**src/rtl/lsu_pkg.sv**
```systemverilog
// Shared encodings, FSM state type and byte-lane helper for the load/store unit.
package lsu_pkg;

  localparam int unsigned LANES = 4;

  // Load width/sign encodings
  localparam logic [2:0] LB  = 3'b000;
  localparam logic [2:0] LH  = 3'b001;
  localparam logic [2:0] LW  = 3'b010;
  localparam logic [2:0] LBU = 3'b100;
  localparam logic [2:0] LHU = 3'b101;

  // Store width encodings
  localparam logic [2:0] SB = 3'b000;
  localparam logic [2:0] SH = 3'b001;
  localparam logic [2:0] SW = 3'b010;

  typedef enum logic [1:0] {
    IDLE,
    BUS,
    DONE
  } lsu_state_t;

  // Access context held for the duration of a bus transaction
  typedef struct packed {
    logic       is_store;
    logic [2:0] funct3;
    logic [1:0] off;
  } lsu_ctx_t;

  // Byte enables for an access of the given size (funct3[1:0]) at byte offset off
  function automatic logic [LANES-1:0] lane_be(input logic [1:0] size, input logic [1:0] off);
    logic [LANES-1:0] be;
    be = '0;
    case (size)
      2'b00:   be = 4'b0001 << off;
      2'b01:   be = off[1] ? 4'b1100 : 4'b0011;
      2'b10:   be = 4'b1111;
      default: be = '0;
    endcase
    return be;
  endfunction

endpackage

```
**src/rtl/load_store_unit_if.sv**
```systemverilog
// Handshaked data-memory bus between the load/store unit (master) and memory (slave).
interface load_store_unit_if #(
  parameter int unsigned DATA_WIDTH = 32,
  parameter int unsigned ADDR_WIDTH = 32
);

  logic                  bus_req;
  logic                  bus_we;
  logic [ADDR_WIDTH-1:0] bus_addr;
  logic [3:0]            bus_be;
  logic [DATA_WIDTH-1:0] bus_wdata;
  logic [DATA_WIDTH-1:0] bus_rdata;
  logic                  bus_ack;

  modport master (
    output bus_req,
    output bus_we,
    output bus_addr,
    output bus_be,
    output bus_wdata,
    input  bus_rdata,
    input  bus_ack
  );

  modport slave (
    input  bus_req,
    input  bus_we,
    input  bus_addr,
    input  bus_be,
    input  bus_wdata,
    output bus_rdata,
    output bus_ack
  );

endinterface

```
**src/rtl/lsu_align.sv**
```systemverilog
// Combinational lane logic: store replication and byte enables, access legality,
// and load-result extraction with sign/zero extension.
module lsu_align
  import lsu_pkg::*;
#(
  parameter int unsigned DATA_WIDTH = 32
) (
  input  logic                  is_store,
  input  logic [2:0]            funct3,
  input  logic [1:0]            off,
  input  logic [DATA_WIDTH-1:0] wdata,
  output logic [LANES-1:0]      be_c,
  output logic [DATA_WIDTH-1:0] wdata_lanes_c,
  output logic                  bad_c,
  input  logic [2:0]            rd_funct3,
  input  logic [1:0]            rd_off,
  input  logic [DATA_WIDTH-1:0] rdata,
  output logic [DATA_WIDTH-1:0] load_ext_c
);

  logic                  illegal;
  logic                  misaligned;
  logic [DATA_WIDTH-1:0] shifted;

  // Request side: legality, lane enables and replicated store data
  always_comb begin
    illegal       = 1'b0;
    misaligned    = 1'b0;
    wdata_lanes_c = wdata;
    if (is_store) begin
      illegal = (funct3 > SW);
    end else begin
      illegal = (funct3 == 3'b011) || (funct3[2:1] == 2'b11);
    end
    case (funct3[1:0])
      2'b01:   misaligned = off[0];
      2'b10:   misaligned = (off != 2'b00);
      default: misaligned = 1'b0;
    endcase
    bad_c = illegal | misaligned;
    be_c  = lane_be(funct3[1:0], off);
    case (funct3[1:0])
      2'b00:   wdata_lanes_c = {(DATA_WIDTH/8){wdata[7:0]}};
      2'b01:   wdata_lanes_c = {(DATA_WIDTH/16){wdata[15:0]}};
      default: wdata_lanes_c = wdata;
    endcase
  end

  // Response side: right-align the addressed lanes, then extend
  always_comb begin
    shifted = rdata >> {rd_off, 3'b000};
    case (rd_funct3)
      LB:      load_ext_c = {{(DATA_WIDTH-8){shifted[7]}}, shifted[7:0]};
      LH:      load_ext_c = {{(DATA_WIDTH-16){shifted[15]}}, shifted[15:0]};
      LBU:     load_ext_c = {{(DATA_WIDTH-8){1'b0}}, shifted[7:0]};
      LHU:     load_ext_c = {{(DATA_WIDTH-16){1'b0}}, shifted[15:0]};
      default: load_ext_c = shifted;
    endcase
  end

endmodule

```
**src/rtl/load_store_unit.sv**
```systemverilog
// Load/store unit: turns single-cycle ALU/register-file memory requests into
// handshaked bus transactions, stalling the core until completion, fault or timeout.
module load_store_unit
  import lsu_pkg::*;
#(
  parameter int unsigned DATA_WIDTH     = 32,
  parameter int unsigned ADDR_WIDTH     = 32,
  parameter int unsigned TIMEOUT_CYCLES = 255
) (
  input  logic                  clk,
  input  logic                  rst,
  input  logic                  mem_valid,
  input  logic                  is_store,
  input  logic [2:0]            funct3,
  input  logic [ADDR_WIDTH-1:0] addr,
  input  logic [DATA_WIDTH-1:0] wdata,
  output logic                  stall,
  output logic [DATA_WIDTH-1:0] load_data,
  output logic                  load_valid,
  output logic                  fault,
  output logic                  timeout,
  load_store_unit_if.master     bus
);

  localparam int unsigned CNT_W = (TIMEOUT_CYCLES > 1) ? $clog2(TIMEOUT_CYCLES + 1) : 1;
  localparam bit          TO_EN = (TIMEOUT_CYCLES != 0);
  localparam logic [CNT_W-1:0] CNT_LAST = CNT_W'((TIMEOUT_CYCLES == 0) ? 0 : TIMEOUT_CYCLES - 1);

  lsu_state_t            state_q, state_d;
  logic [CNT_W-1:0]      cnt_q, cnt_d;
  lsu_ctx_t              ctx_q, ctx_d;
  logic                  req_q, req_d;
  logic                  we_q, we_d;
  logic [ADDR_WIDTH-1:0] addr_q, addr_d;
  logic [LANES-1:0]      be_q, be_d;
  logic [DATA_WIDTH-1:0] wd_q, wd_d;
  logic                  lv_q, lv_d;
  logic                  to_q, to_d;
  logic [DATA_WIDTH-1:0] ld_q, ld_d;

  logic [LANES-1:0]      be_c;
  logic [DATA_WIDTH-1:0] wdata_lanes_c;
  logic                  bad_c;
  logic [DATA_WIDTH-1:0] load_ext_c;

  lsu_align #(
    .DATA_WIDTH (DATA_WIDTH)
  ) u_align (
    .is_store      (is_store),
    .funct3        (funct3),
    .off           (addr[1:0]),
    .wdata         (wdata),
    .be_c          (be_c),
    .wdata_lanes_c (wdata_lanes_c),
    .bad_c         (bad_c),
    .rd_funct3     (ctx_q.funct3),
    .rd_off        (ctx_q.off),
    .rdata         (bus.bus_rdata),
    .load_ext_c    (load_ext_c)
  );

  // Next state and next values of all registered outputs
  always_comb begin
    state_d = state_q;
    cnt_d   = cnt_q;
    ctx_d   = ctx_q;
    req_d   = req_q;
    we_d    = we_q;
    addr_d  = addr_q;
    be_d    = be_q;
    wd_d    = wd_q;
    lv_d    = 1'b0;
    to_d    = 1'b0;
    ld_d    = ld_q;
    unique case (state_q)
      IDLE: begin
        if (mem_valid && !bad_c) begin
          state_d = BUS;
          cnt_d   = '0;
          ctx_d   = '{is_store: is_store, funct3: funct3, off: addr[1:0]};
          req_d   = 1'b1;
          we_d    = is_store;
          addr_d  = {addr[ADDR_WIDTH-1:2], 2'b00};
          be_d    = be_c;
          wd_d    = wdata_lanes_c;
        end
      end
      BUS: begin
        if (bus.bus_ack) begin
          state_d = DONE;
          req_d   = 1'b0;
          if (!ctx_q.is_store) begin
            lv_d = 1'b1;
            ld_d = load_ext_c;
          end
        end else if (TO_EN && (cnt_q == CNT_LAST)) begin
          // Abort: a load must not leave stale data looking like a result
          state_d = DONE;
          req_d   = 1'b0;
          to_d    = 1'b1;
          if (!ctx_q.is_store) begin
            ld_d = '0;
          end
        end else begin
          cnt_d = cnt_q + CNT_W'(1);
        end
      end
      DONE: begin
        state_d = IDLE;
      end
      default: begin
        state_d = IDLE;
        req_d   = 1'b0;
      end
    endcase
  end

  always_ff @(posedge clk or negedge rst) begin
    if (!rst) begin
      state_q <= IDLE;
      cnt_q   <= '0;
      ctx_q   <= '0;
      req_q   <= 1'b0;
      we_q    <= 1'b0;
      addr_q  <= '0;
      be_q    <= '0;
      wd_q    <= '0;
      lv_q    <= 1'b0;
      to_q    <= 1'b0;
      ld_q    <= '0;
    end else begin
      state_q <= state_d;
      cnt_q   <= cnt_d;
      ctx_q   <= ctx_d;
      req_q   <= req_d;
      we_q    <= we_d;
      addr_q  <= addr_d;
      be_q    <= be_d;
      wd_q    <= wd_d;
      lv_q    <= lv_d;
      to_q    <= to_d;
      ld_q    <= ld_d;
    end
  end

  // Stall and fault must react in the request cycle itself, so they are decoded from state
  assign stall = rst && ((state_q == BUS) || ((state_q == IDLE) && mem_valid && !bad_c));
  assign fault = rst && (state_q == IDLE) && mem_valid && bad_c;

  assign load_data  = ld_q;
  assign load_valid = lv_q;
  assign timeout    = to_q;

  assign bus.bus_req   = req_q;
  assign bus.bus_we    = we_q;
  assign bus.bus_addr  = addr_q;
  assign bus.bus_be    = be_q;
  assign bus.bus_wdata = wd_q;

endmodule

```
**src/flat_wrapper.sv**
```systemverilog
// flat-port wrapper written by rule: the top's interface ports become plain ports
module load_store_unit_flat import lsu_pkg::*;
#(
  parameter int unsigned DATA_WIDTH     = 32,
  parameter int unsigned ADDR_WIDTH     = 32,
  parameter int unsigned TIMEOUT_CYCLES = 255
)
  (clk, rst, mem_valid, is_store, funct3, addr, wdata, stall, load_data, load_valid, fault, timeout, bus_bus_req, bus_bus_we, bus_bus_addr, bus_bus_be, bus_bus_wdata, bus_bus_rdata, bus_bus_ack);
  load_store_unit_if #(.DATA_WIDTH(DATA_WIDTH), .ADDR_WIDTH(ADDR_WIDTH)) bus_i ();
  input  logic clk;
  input  logic rst;
  input  logic mem_valid;
  input  logic is_store;
  input  logic [2:0] funct3;
  input  logic [ADDR_WIDTH-1:0] addr;
  input  logic [DATA_WIDTH-1:0] wdata;
  output logic stall;
  output logic [DATA_WIDTH-1:0] load_data;
  output logic load_valid;
  output logic fault;
  output logic timeout;
  output wire logic [$bits(bus_i.bus_req)-1:0] bus_bus_req;
  output wire logic [$bits(bus_i.bus_we)-1:0] bus_bus_we;
  output wire logic [$bits(bus_i.bus_addr)-1:0] bus_bus_addr;
  output wire logic [$bits(bus_i.bus_be)-1:0] bus_bus_be;
  output wire logic [$bits(bus_i.bus_wdata)-1:0] bus_bus_wdata;
  input wire logic [$bits(bus_i.bus_rdata)-1:0] bus_bus_rdata;
  input wire logic [$bits(bus_i.bus_ack)-1:0] bus_bus_ack;
  assign bus_bus_req = bus_i.bus_req;
  assign bus_bus_we = bus_i.bus_we;
  assign bus_bus_addr = bus_i.bus_addr;
  assign bus_bus_be = bus_i.bus_be;
  assign bus_bus_wdata = bus_i.bus_wdata;
  assign bus_i.bus_rdata = bus_bus_rdata;
  assign bus_i.bus_ack = bus_bus_ack;
  load_store_unit #(.DATA_WIDTH(DATA_WIDTH), .ADDR_WIDTH(ADDR_WIDTH), .TIMEOUT_CYCLES(TIMEOUT_CYCLES)) u_core (.clk(clk), .rst(rst), .mem_valid(mem_valid), .is_store(is_store), .funct3(funct3), .addr(addr), .wdata(wdata), .stall(stall), .load_data(load_data), .load_valid(load_valid), .fault(fault), .timeout(timeout), .bus(bus_i));
endmodule
```
**config.mk**
```make
export PLATFORM = sky130hd
export DESIGN_NAME = load_store_unit_flat
export DESIGN_NICKNAME = d
export VERILOG_FILES = /design/src/rtl/lsu_pkg.sv /design/src/rtl/load_store_unit_if.sv /design/src/rtl/lsu_align.sv /design/src/rtl/load_store_unit.sv /design/src/flat_wrapper.sv
export SDC_FILE = /design/constraint.sdc
export NUM_CORES = 1
export LEC_CHECK = 0
export CAP_MARGIN = 20
export CORE_ASPECT_RATIO = 0.5
export CORE_MARGIN = 4
export CORE_UTILIZATION = 47
export CTS_BUF_LIST = sky130_fd_sc_hd__clkbuf_2 sky130_fd_sc_hd__clkbuf_4 sky130_fd_sc_hd__clkbuf_8
export CTS_CLUSTER_SIZE = 40
export DETAILED_ROUTE_END_ITERATION = 8
export GPL_TIMING_DRIVEN = 0
export PLACE_DENSITY = 0.83
export REMOVE_ABC_BUFFERS = 1
export SLEW_MARGIN = 0
export SYNTH_ARGS = -nofsm -noshare
export SYNTH_HDL_FRONTEND = slang
export SYNTH_SLANG_ARGS = --single-unit
export TNS_END_PERCENT = 5
```
**constraint.sdc**
```tcl
create_clock -name clk -period 5.6 [get_ports clk]
set_input_delay 1.68 -clock clk [delete_from_list [all_inputs] [get_ports clk]]
set_output_delay 1.68 -clock clk [all_outputs]
set_load 0.005 [all_outputs]
```
## Word level (Yosys, flattened, before mapping)

Index checks and enable logic that the tools add are counted.

- Bitwise gates (word level): 3
- Equal/unequal tests: 14
- Add/subtract/negate cells: 1
- Mux-type cells: 28
- Reduce and logical (&&, ||, !) cells: 21
- $lt $le $gt $ge: 1
- Shifts and indexed selects: 2

Operators with widths:

| kind | number |
|---|---|
| $mux W32 | 4 |
| $pmux W32 S4 | 1 |
| $pmux W32 S2 | 1 |
| $shr A32 B5 Y32 | 1 |
| $mux W8 | 3 |
| $pmux W8 S2 | 1 |
| $pmux W4 S3 | 1 |
| $mux W1 | 10 |
| $add A8 B1 Y8 const B | 1 |
| $eq A8 B8 Y1 const B | 1 |
| $logic_and A1 B1 Y1 | 7 |
| $eq A2 B2 Y1 const B | 3 |
| $eq A3 B3 Y1 const B | 2 |
| $mux W2 | 3 |
| $reduce_and A3 Y1 | 2 |
| $reduce_bool A2 Y1 | 3 |
| $eq A2 B1 Y1 const B | 2 |
| $logic_not A2 Y1 | 2 |
| $mux W4 | 1 |
| $ne A2 B2 Y1 const B | 2 |
| $pmux W2 S2 | 1 |
| $reduce_and A2 Y1 | 2 |
| $reduce_and A4 Y1 | 1 |
| $shl A1 B2 Y4 const A | 1 |
| 12 further kinds | 14 |

- Flip-flop bits (word level): 117
- Bits of input ports: 104
- Output and inout port bits: 106
- Word-level logic and storage cells: 82

## Longest topological paths before layout

Gate-level depths: netlist of run 1.

- Word-level depth: 8
- Gate-level depth with buffers: 11
- Gate-level depth less buffers: 6

## Modules after synthesis

From an unflattened synthesis of run 1, not the netlist that was laid out.

- Cells, all modules: 559
- Area total of the unflattened synthesis: 6,008.3 um^2

By module, submodules not included:

| module | area an instance (um^2) | instances | cells an instance |
|---|---|---|---|
| load_store_unit | 4,755.8 | 1 | 361 |
| lsu_align | 1,252.5 | 1 | 198 |

## Least setup slack after synthesis of run 1

Ideal clock, no wire load.

- Kind: input -> output
- Start point: input port funct3[1]
- End point: output port stall
- Data required time: 3,920 ps
- Buffers on the path: 3
- Cell stages on the path: 9
- Arrival: 3,428 ps
- Slack: 492 ps
- Cell sequence: clkbuf_1 inv_1 ha_1 o211ai_1 and3_1 buf_6 nand3_2 buf_2 a21boi_1

- Cells in the longest elaborated chain, start to end: 8
- Elaborated cells between the ends (all ways): 13
- Those cells by class: 1 x order compare; 4 x eq/ne; 2 x mux; 1 x bitwise; 5 x reduce/logical

Ends and longest elaborated chain:

| element | line | RTL |
|---|---|---|
| start: declaration | flat_wrapper.sv:14 | `input logic [2:0] funct3;` |
| branches (longest 3 deep; another with $gt A3 B2 Y1) | n/a |  |
| $or A1 B1 Y1 (*) | lsu_align.sv:40 | `bad_c = illegal \| misaligned;` |
| $logic_not A1 Y1 (*) | load_store_unit.sv:147 | `assign stall = rst && ((state_q == BUS) \|\| ((state_q == IDLE) && mem_valid && !bad_c));` |
| $logic_and A1 B1 Y1 (*) | load_store_unit.sv:147 |  |
| $logic_or A1 B1 Y1 (*) | load_store_unit.sv:147 |  |
| $logic_and A1 B1 Y1 (*) | load_store_unit.sv:147 |  |
| end: declaration | flat_wrapper.sv:17 | `output logic stall;` |

Mark *: on every way between the ends.

## Final worst setup path of run 1

- Start point: input port funct3[0]
- End point: output port stall

- Cells in the longest elaborated chain, start to end: 8
- Elaborated cells between the ends (all ways): 12
- Those cells by class: 1 x order compare; 3 x eq/ne; 2 x mux; 1 x bitwise; 5 x reduce/logical

Ends and longest elaborated chain:

| element | line |
|---|---|
| branches (longest 3 deep; another with $gt A3 B2 Y1) | n/a |
| $or A1 B1 Y1 (*) | lsu_align.sv:40 |
| $logic_not A1 Y1 (*) | load_store_unit.sv:147 |
| $logic_and A1 B1 Y1 (*) | load_store_unit.sv:147 |
| $logic_or A1 B1 Y1 (*) | load_store_unit.sv:147 |
| $logic_and A1 B1 Y1 (*) | load_store_unit.sv:147 |

Marks and branches as above.

==> flow_metrics.py, run 1 <==
metrics = {
    "job": {
        "maxCapViolations": 0,
    },
    "global_route": {
        "grt_start_max_net_pins": 69,
        "grt_pass1_wl_um": 28100,
        "gr-total-overflow": 0,
        "antenna_found_initial": 0,
        "grt_usage": 0.246,
        "grt_pass1_vias": 5139,
    },
    "pwr": {
        "p_switching_mw": 1.09,
        "p_per_area_nw_per_um2": 439,
        "fin_total_pwr_mw": 3.80,
        "share_comb_of_total_power": 0.388,
        "p_leak_nw": 3.79,
        "power_frac_clock": 0.249,
        "internal_power_mw": 2.70,
        "peakVddDrop_uv": 216,
        "power_frac_seq": 0.363,
        "swShare": 0.288,
    },
    "final_layout": {
        "antenna_cells": 0,
        "post-route-util": 0.719,
        "finalNetCount": 783,
        "layout-drive-gt1-share": 0.162,
        "synthToLayoutAreaGrowth_pct": 47.0,
        "regArea_um2": 2930,
        "post-route-cell-area_um2": 8640,
        "nFillCells": 817,
        "fin_cells": 850,
        "multiInputGateArea_um2": 2750,
    },
    "place": {
        "io_buffers": 207,
        "place_area_um2": 7990,
        "place.gp.congestion": 0.800,
        "dpl.hpwl_um": 11800,
        "numPlacedInstances": 810,
        "pre_cts_ws_ns": -1.62,
    },
    "synthesis": {
        "async_reset_ff_frac": 1.00,
        "syn-cell-area_um2": 5880,
        "synth_edf_count": 0,
        "synthCells": 470,
        "post_synth_num_cell_types": 62,
        "avgSynthCellArea_um2": 12.5,
        "ys_seq_elements": 117,
        "synthFlopType": "dfrtp_1",
        "ys_warn_count": 0,
        "ys_seq_area_frac": 0.498,
    },
    "sta": {
        "grt_setup_unrepaired": "true",
        "clock_skew_ns": 0.0127,
        "maxSlewViolCount": 0,
        "setup_tns_ns": 0,
        "fmax_mhz": 179,
        "hold_viol_final": 0,
        "slew_headroom": 0.359,
        "fin_crit_sh": 0.995,
        "finalCriticalPeriod_ns": 5.57,
        "hold_slack_ns": 0.484,
        "setup_violations": 0,
        "finalWorstSetupSlack_ns": 0.0274,
        "worst_pin_slew_ns": 0.958,
    },
    "detailed_routing": {
        "ant_nets": 0,
        "drc": 0,
        "viasPerCell": 5.71,
        "wire_per_inst_um": 21.3,
        "vias": 4851,
        "first_pass_iters": 5,
        "drt-initial-drc-count": 408,
        "wirelength_um": 18100,
    },
    "clocking": {
        "htree_levels": 4,
        "cts_hold_buf": 0,
        "clkLatencyLatePin_ns": 0.42,
        "cts_buffer_depth": 2,
        "cts_buffers": 17,
        "clk_pin_slew_ns": 0.06,
        "tritoncts": "yes",
        "clock-sinks": 117,
        "cts_root_buf": "clkbuf_8",
    },
    "floorplanning": {
        "die-area_um2": 14500,
        "die_x_um": 166,
        "start_util": 0.489,
        "ios": 210,
        "die_h_um": 87.1,
        "fp-row-count": 28,
        "coreArea_um2": 12000,
    },
    "min_path": {
        "whs_endpoint": "u_core.load_data[3]",
        "hold_path_class": "flip-flop to flip-flop",
        "min_path_cells": 1,
        "worstHoldStart": "u_core.load_data[3]",
    },
    "critical_path": {
        "reg2reg_to": "u_core.load_data[23]",
        "cp.required_ns": 3.92,
        "cp-end-kind": "primary output",
        "path_max_fanout": 6,
        "crit_arrival_ns": 3.89,
        "reg2reg_depth": 4,
        "r2r_setup_slack_ns": 2.75,
        "r2r-start": "u_core.state_q[0]",
        "path_class": "input pin to primary output",
        "cp-start-kind": "input pin",
    },
    "outcome": {
        "status": "completed",
    },
}
## Yosys cell counts, drive strengths merged (2+ instances only)
library cell / count / area (µm²)
dfrtp: 117 / 2930
mux2: 64 / 886
a31oi: 25 / 156
mux2i: 24 / 240
nand2: 24 / 92.6
a21oi: 23 / 119
buf: 21 / 169
nor2: 15 / 58.8
clkbuf: 14 / 52.6
o21ai: 14 / 73.8
a21o: 9 / 67.6
a221o: 9 / 90.1
o2bb2ai: 9 / 78.8
a22o: 8 / 70.1
a22oi: 8 / 60.1
nand3b: 8 / 60.1
a211o: 7 / 61.3
inv: 7 / 26.3
o2111a: 7 / 78.8
ha: 6 / 75.1
nand2b: 5 / 31.3
nand3: 5 / 35.0
nor2b: 5 / 31.3
nor3b: 5 / 52.6
and3: 4 / 30.0
xor2: 3 / 26.3
nor4: 2 / 27.5
o211ai: 2 / 15.0
## what timing repair did
item / CTS / global route
pin swaps: 2 / 0
buffers inserted: 6 / 0
endpoints found under the setup margin: 2 / 2
gates resized for setup: 13 / 4
hold endpoints to repair: 0 / 0
## routing by layer
metal / track usage / vias up / routed length (µm)
li1: - / 2168 / -
met1: 0.312 / 2443 / 7520
met2: 0.414 / 195 / 8970
met3: 0.0621 / 45 / 1060
met4: 0.0951 / 0 / 563
met5: 0 / - / 0
## worst max-delay path by stage
stage	start	to	slack, ns	depth (start not counted)
final	funct3[0]	stall	0.03	8
after global routing	funct3[0]	stall	-0.03	8
after CTS	funct3[0]	fault	0.04	8
after detailed placement	funct3[1]	stall	-1.62	8
after global placement	rst	fault	-3.16	4
after floorplan	funct3[1]	stall	0.66	6
## layout by cell type (no fill, tap or decap), types with 3 or more instances in the layout
master | Yosys | final
a211o_1 | 7 | 7
a21o_1 | 9 | 9
a21oi_1 | 22 | 22
a221o_1 | 9 | 9
a22o_1 | 8 | 8
a22oi_1 | 8 | 8
a31oi_1 | 25 | 25
buf_16 | 0 | 4
buf_4 | 2 | 6
bufinv_16 | 0 | 5
clkbuf_8 | 0 | 23
clkdlybuf4s50_1 | 0 | 204
dfrtp_1 | 117 | 117
ha_1 | 6 | 3
ha_2 | 0 | 3
inv_1 | 7 | 7
mux2_1 | 19 | 19
mux2_4 | 44 | 44
mux2i_1 | 24 | 24
nand2_1 | 23 | 23
nand2b_1 | 5 | 5
nand3_1 | 3 | 3
nand3b_1 | 8 | 8
nor2_1 | 14 | 14
nor2b_1 | 5 | 4
nor3b_2 | 3 | 3
o2111a_1 | 7 | 7
o21ai_0 | 11 | 11
o2bb2ai_1 | 9 | 9
xor2_1 | 3 | 3
## cell type report
class	count	share of cell area
sequential	117	0.339
multi-input combinational	312	0.319
timing repair buffer	218	0.259
clock buffer	23	0.0366
tap	165	0.0239
clock inverter	8	0.0194
inverter	7	0.00304
## power by group through the flow
stage          sequential (mW)  clock (mW)  combinational (mW)
6_report                  1.38       0.944                1.47
2_1_floorplan             1.39           0               0.558
3_3_place_gp              1.39           0                1.36
3_5_place_dp              1.40           0                1.43
5_1_grt                   1.42       0.999                1.58
4_1_cts                   1.39       0.951                1.45
## flip-flops by register name (all words and copies together), names as in the netlist
| name | count |
|---|---|
| u_core.bus.bus_wdata | 32 |
| u_core.load_data | 32 |
| u_core.bus.bus_addr | 30 |
| u_core.cnt_q | 8 |
| u_core.ctx_q | 5 |
| u_core.bus.bus_be | 4 |
| u_core.state_q | 2 |
| u_core.bus.bus_req | 1 |
| u_core.bus.bus_we | 1 |
| u_core.load_valid | 1 |
| u_core.timeout | 1 |
## critical path: stages
cell             delay, ns
clkdlybuf4s50_1       0.55
inv_1                 0.09
ha_2                  0.24
o211ai_1              0.27
and3_4                0.28
nand3_4               0.11
a21boi_1              0.15
clkdlybuf4s50_1       0.51
## logic make-up (layout without fill, tap and decap cells)
family,after synthesis,after routing,synth area share
and+or+nand+nor,83,83,0.0854
DFF,117,117,0.498
AOI/OAI and AO/OA,129,129,0.161
other,1,2,0.000638
buffers and inverters,42,256,0.0422
muxes,89,89,0.195
xor gates and xnor gates,3,3,0.00447
adders and majority gates,6,6,0.0128
No activity file was read; power rests on OpenSTA's default activity.
==> run 2: changes to the inputs <==
--- a/config.mk
+++ b/config.mk
@@ -5,7 +5,6 @@
 export SDC_FILE = /design/constraint.sdc
 export NUM_CORES = 1
 export LEC_CHECK = 0
-export CAP_MARGIN = 20
 export CORE_ASPECT_RATIO = 0.5
 export CORE_MARGIN = 4
 export CORE_UTILIZATION = 47
==> run 2 against run 1 <==
  * Sequential share of layout area rose by 0.50 points
  * Sequential power barely moved
  * Register-to-register slack worse by 0.12 ns
  * Non-clock buffer count down 3
  * Hold slack hardly changed
  * Clock power is 5.1% lower
  * Highest routed layer unchanged
==> flow_metrics.py, run 2 (same netlist as run 1, synthesis figures left out) <==
metrics = {
    "global_route": {
        "antenna_found_initial": 0,
        "gr-total-overflow": 0,
        "grt_usage": 0.244,
        "grt_start_max_net_pins": 69,
        "grt_pass1_vias": 5039,
        "grt_pass1_wl_um": 27800,
    },
    "sta": {
        "worst_pin_slew_ns": 1.14,
        "fin_crit_sh": 0.987,
        "setup_violations": 0,
        "clock_skew_ns": 0.0128,
        "finalCriticalPeriod_ns": 5.53,
        "slew_headroom": 0.243,
        "hold_viol_final": 0,
        "maxSlewViolCount": 0,
        "fmax_mhz": 181,
    },
    "final_layout": {
        "antenna_cells": 0,
        "finalNetCount": 780,
        "post-route-cell-area_um2": 8520,
        "layout_commonest_cell": "clkdlybuf4s50_1",
        "layout_common_cells": "204 x clkdlybuf4s50_1, 116 x dfrtp_1, 44 x mux2_4",
        "synthToLayoutAreaGrowth_pct": 44.9,
        "layout-drive-gt1-share": 0.161,
    },
    "critical_path": {
        "cp_num_buf_inv": 3,
        "cp-end-kind": "primary output",
        "r2r-start": "u_core.state_q[1]",
        "cpLargestDelayFamily": "buffers and inverters",
        "worst_path_largest_cell_delay_ns": 0.51,
        "cp-start-kind": "input pin",
        "path_class": "input pin to primary output",
        "reg2reg_to": "u_core.load_data[31]",
        "reg2reg_depth": 3,
        "path_max_fanout": 14,
        "cpMaxStageDelayCell": "clkdlybuf4s50_1",
        "r2r_setup_slack_ns": 2.63,
        "crit_arrival_ns": 3.85,
        "crit_path_cell_trace": "buf_2 -> inv_1 -> ha_2 -> o211ai_1 -> and3_4 -> nand3_4 -> a21boi_1 -> clkdlybuf4s50_1",
        "cp.required_ns": 3.92,
    },
    "detailed_routing": {
        "vias": 4910,
        "drc": 0,
        "wire_per_inst_um": 21.0,
        "wirelength_um": 17800,
        "viasPerCell": 5.79,
        "first_pass_iters": 5,
        "ant_nets": 0,
        "drt-initial-drc-count": 371,
    },
    "place": {
        "place.gp.congestion": 0.800,
        "io_buffers": 207,
        "dpl.hpwl_um": 11800,
        "place_area_um2": 7970,
    },
    "clocking": {
        "cts_root_buf": "clkbuf_8",
        "clock-sinks": 117,
        "clk_pin_slew_ns": 0.07,
        "cts_buffer_depth": 2,
        "clkLatencyLatePin_ns": 0.44,
        "cts_buffers": 17,
        "htree_levels": 4,
        "tritoncts": "yes",
    },
    "floorplanning": {
        "die_x_um": 166,
        "fp-row-count": 28,
        "start_util": 0.489,
        "coreArea_um2": 12000,
        "die_h_um": 87.1,
        "ios": 210,
        "die-area_um2": 14500,
    },
    "pwr": {
        "fin_total_pwr_mw": 3.71,
        "p_per_area_nw_per_um2": 436,
        "peakVddDrop_uv": 189,
        "p_leak_nw": 3.72,
    },
    "min_path": {
        "worstHoldStart": "u_core.load_data[3]",
        "whs_endpoint": "u_core.load_data[3]",
        "min_path_cells": 1,
        "hold_path_class": "flip-flop to flip-flop",
    },
    "outcome": {
        "status": "completed",
    },
    "job": {
        "maxCapViolations": 0,
    },
}
==> run 2: changes by cell type in the layout (fill, tap and decap cells not counted), moves of 3 or more <==
cell | before | now
buf_16 | 4 | 1
clkbuf_8 | 23 | 17
clkinv_2 | 2 | 5
clkinv_4 | 0 | 3
==> run 2: metrics by stage <==
stage	hold slack, ns	setup WS, ns	std cells	setup TNS (ns)	utilization
final	0.483	0.0705	848	0	0.709
after CTS	0.485	0.00482	847	0	0.707
after global placement	0.460	-3.16	808	-218.35	0.660
after global routing	0.497	-0.00129	848	-0.00129	0.709
after floorplan	0.473	0.660	436	0	-
after detailed placement	0.469	-1.63	809	-9.13	0.663
==> run 2: worst max path at each step <==
stage / start / slack [ns] / cells past startpoint / end
floorplan: funct3[1] / 0.66 / 6 / stall
global placement: rst / -3.16 / 4 / fault
detailed placement: funct3[1] / -1.63 / 8 / stall
CTS: funct3[0] / 0.005 / 9 / fault
global route: funct3[1] / -0.001 / 8 / stall
finish: funct3[1] / 0.07 / 8 / stall
==> run 2: what timing repair did <==
action,4_1_cts,5_1_grt
resized for setup,12,5
pin swaps,2,1
hold buffers,0,0
buffers inserted,6,1
setup endpoints to repair,2,2
==> run 2: power breakdown <==
part           switching (mW)  internal [mW]
Clock                   0.364          0.532
Combinational           0.472          0.933
Sequential              0.263           1.15
Total                    1.10           2.61
==> run 2: layout make-up <==
type	count	area, µm²
tap	165	206
sequential	117	2930
inverter	7	26.3
timing repair buffer	215	2150
fill	847	3500
clock buffer	18	241
clock inverter	14	209
multi-input combinational	312	2750
==> run 2: metal layers <==
layer  wire (µm)  part of all wire  global-route usage  vias up
met3        1000             0.056              0.0549       32
met5           0                 0                   0        -
met2        9050              0.51               0.424      212
li1            -                 -                   -     2165
met4         415             0.023              0.0973        0
met1        7380              0.41               0.302     2501
==> run 2: worst reg2reg max path, cell delays in order (launching register included) <==
cell and delay (ns):
dfrtp_1 0.46, nor3b_2 0.85, nand2_1 0.95, a221o_1 0.61
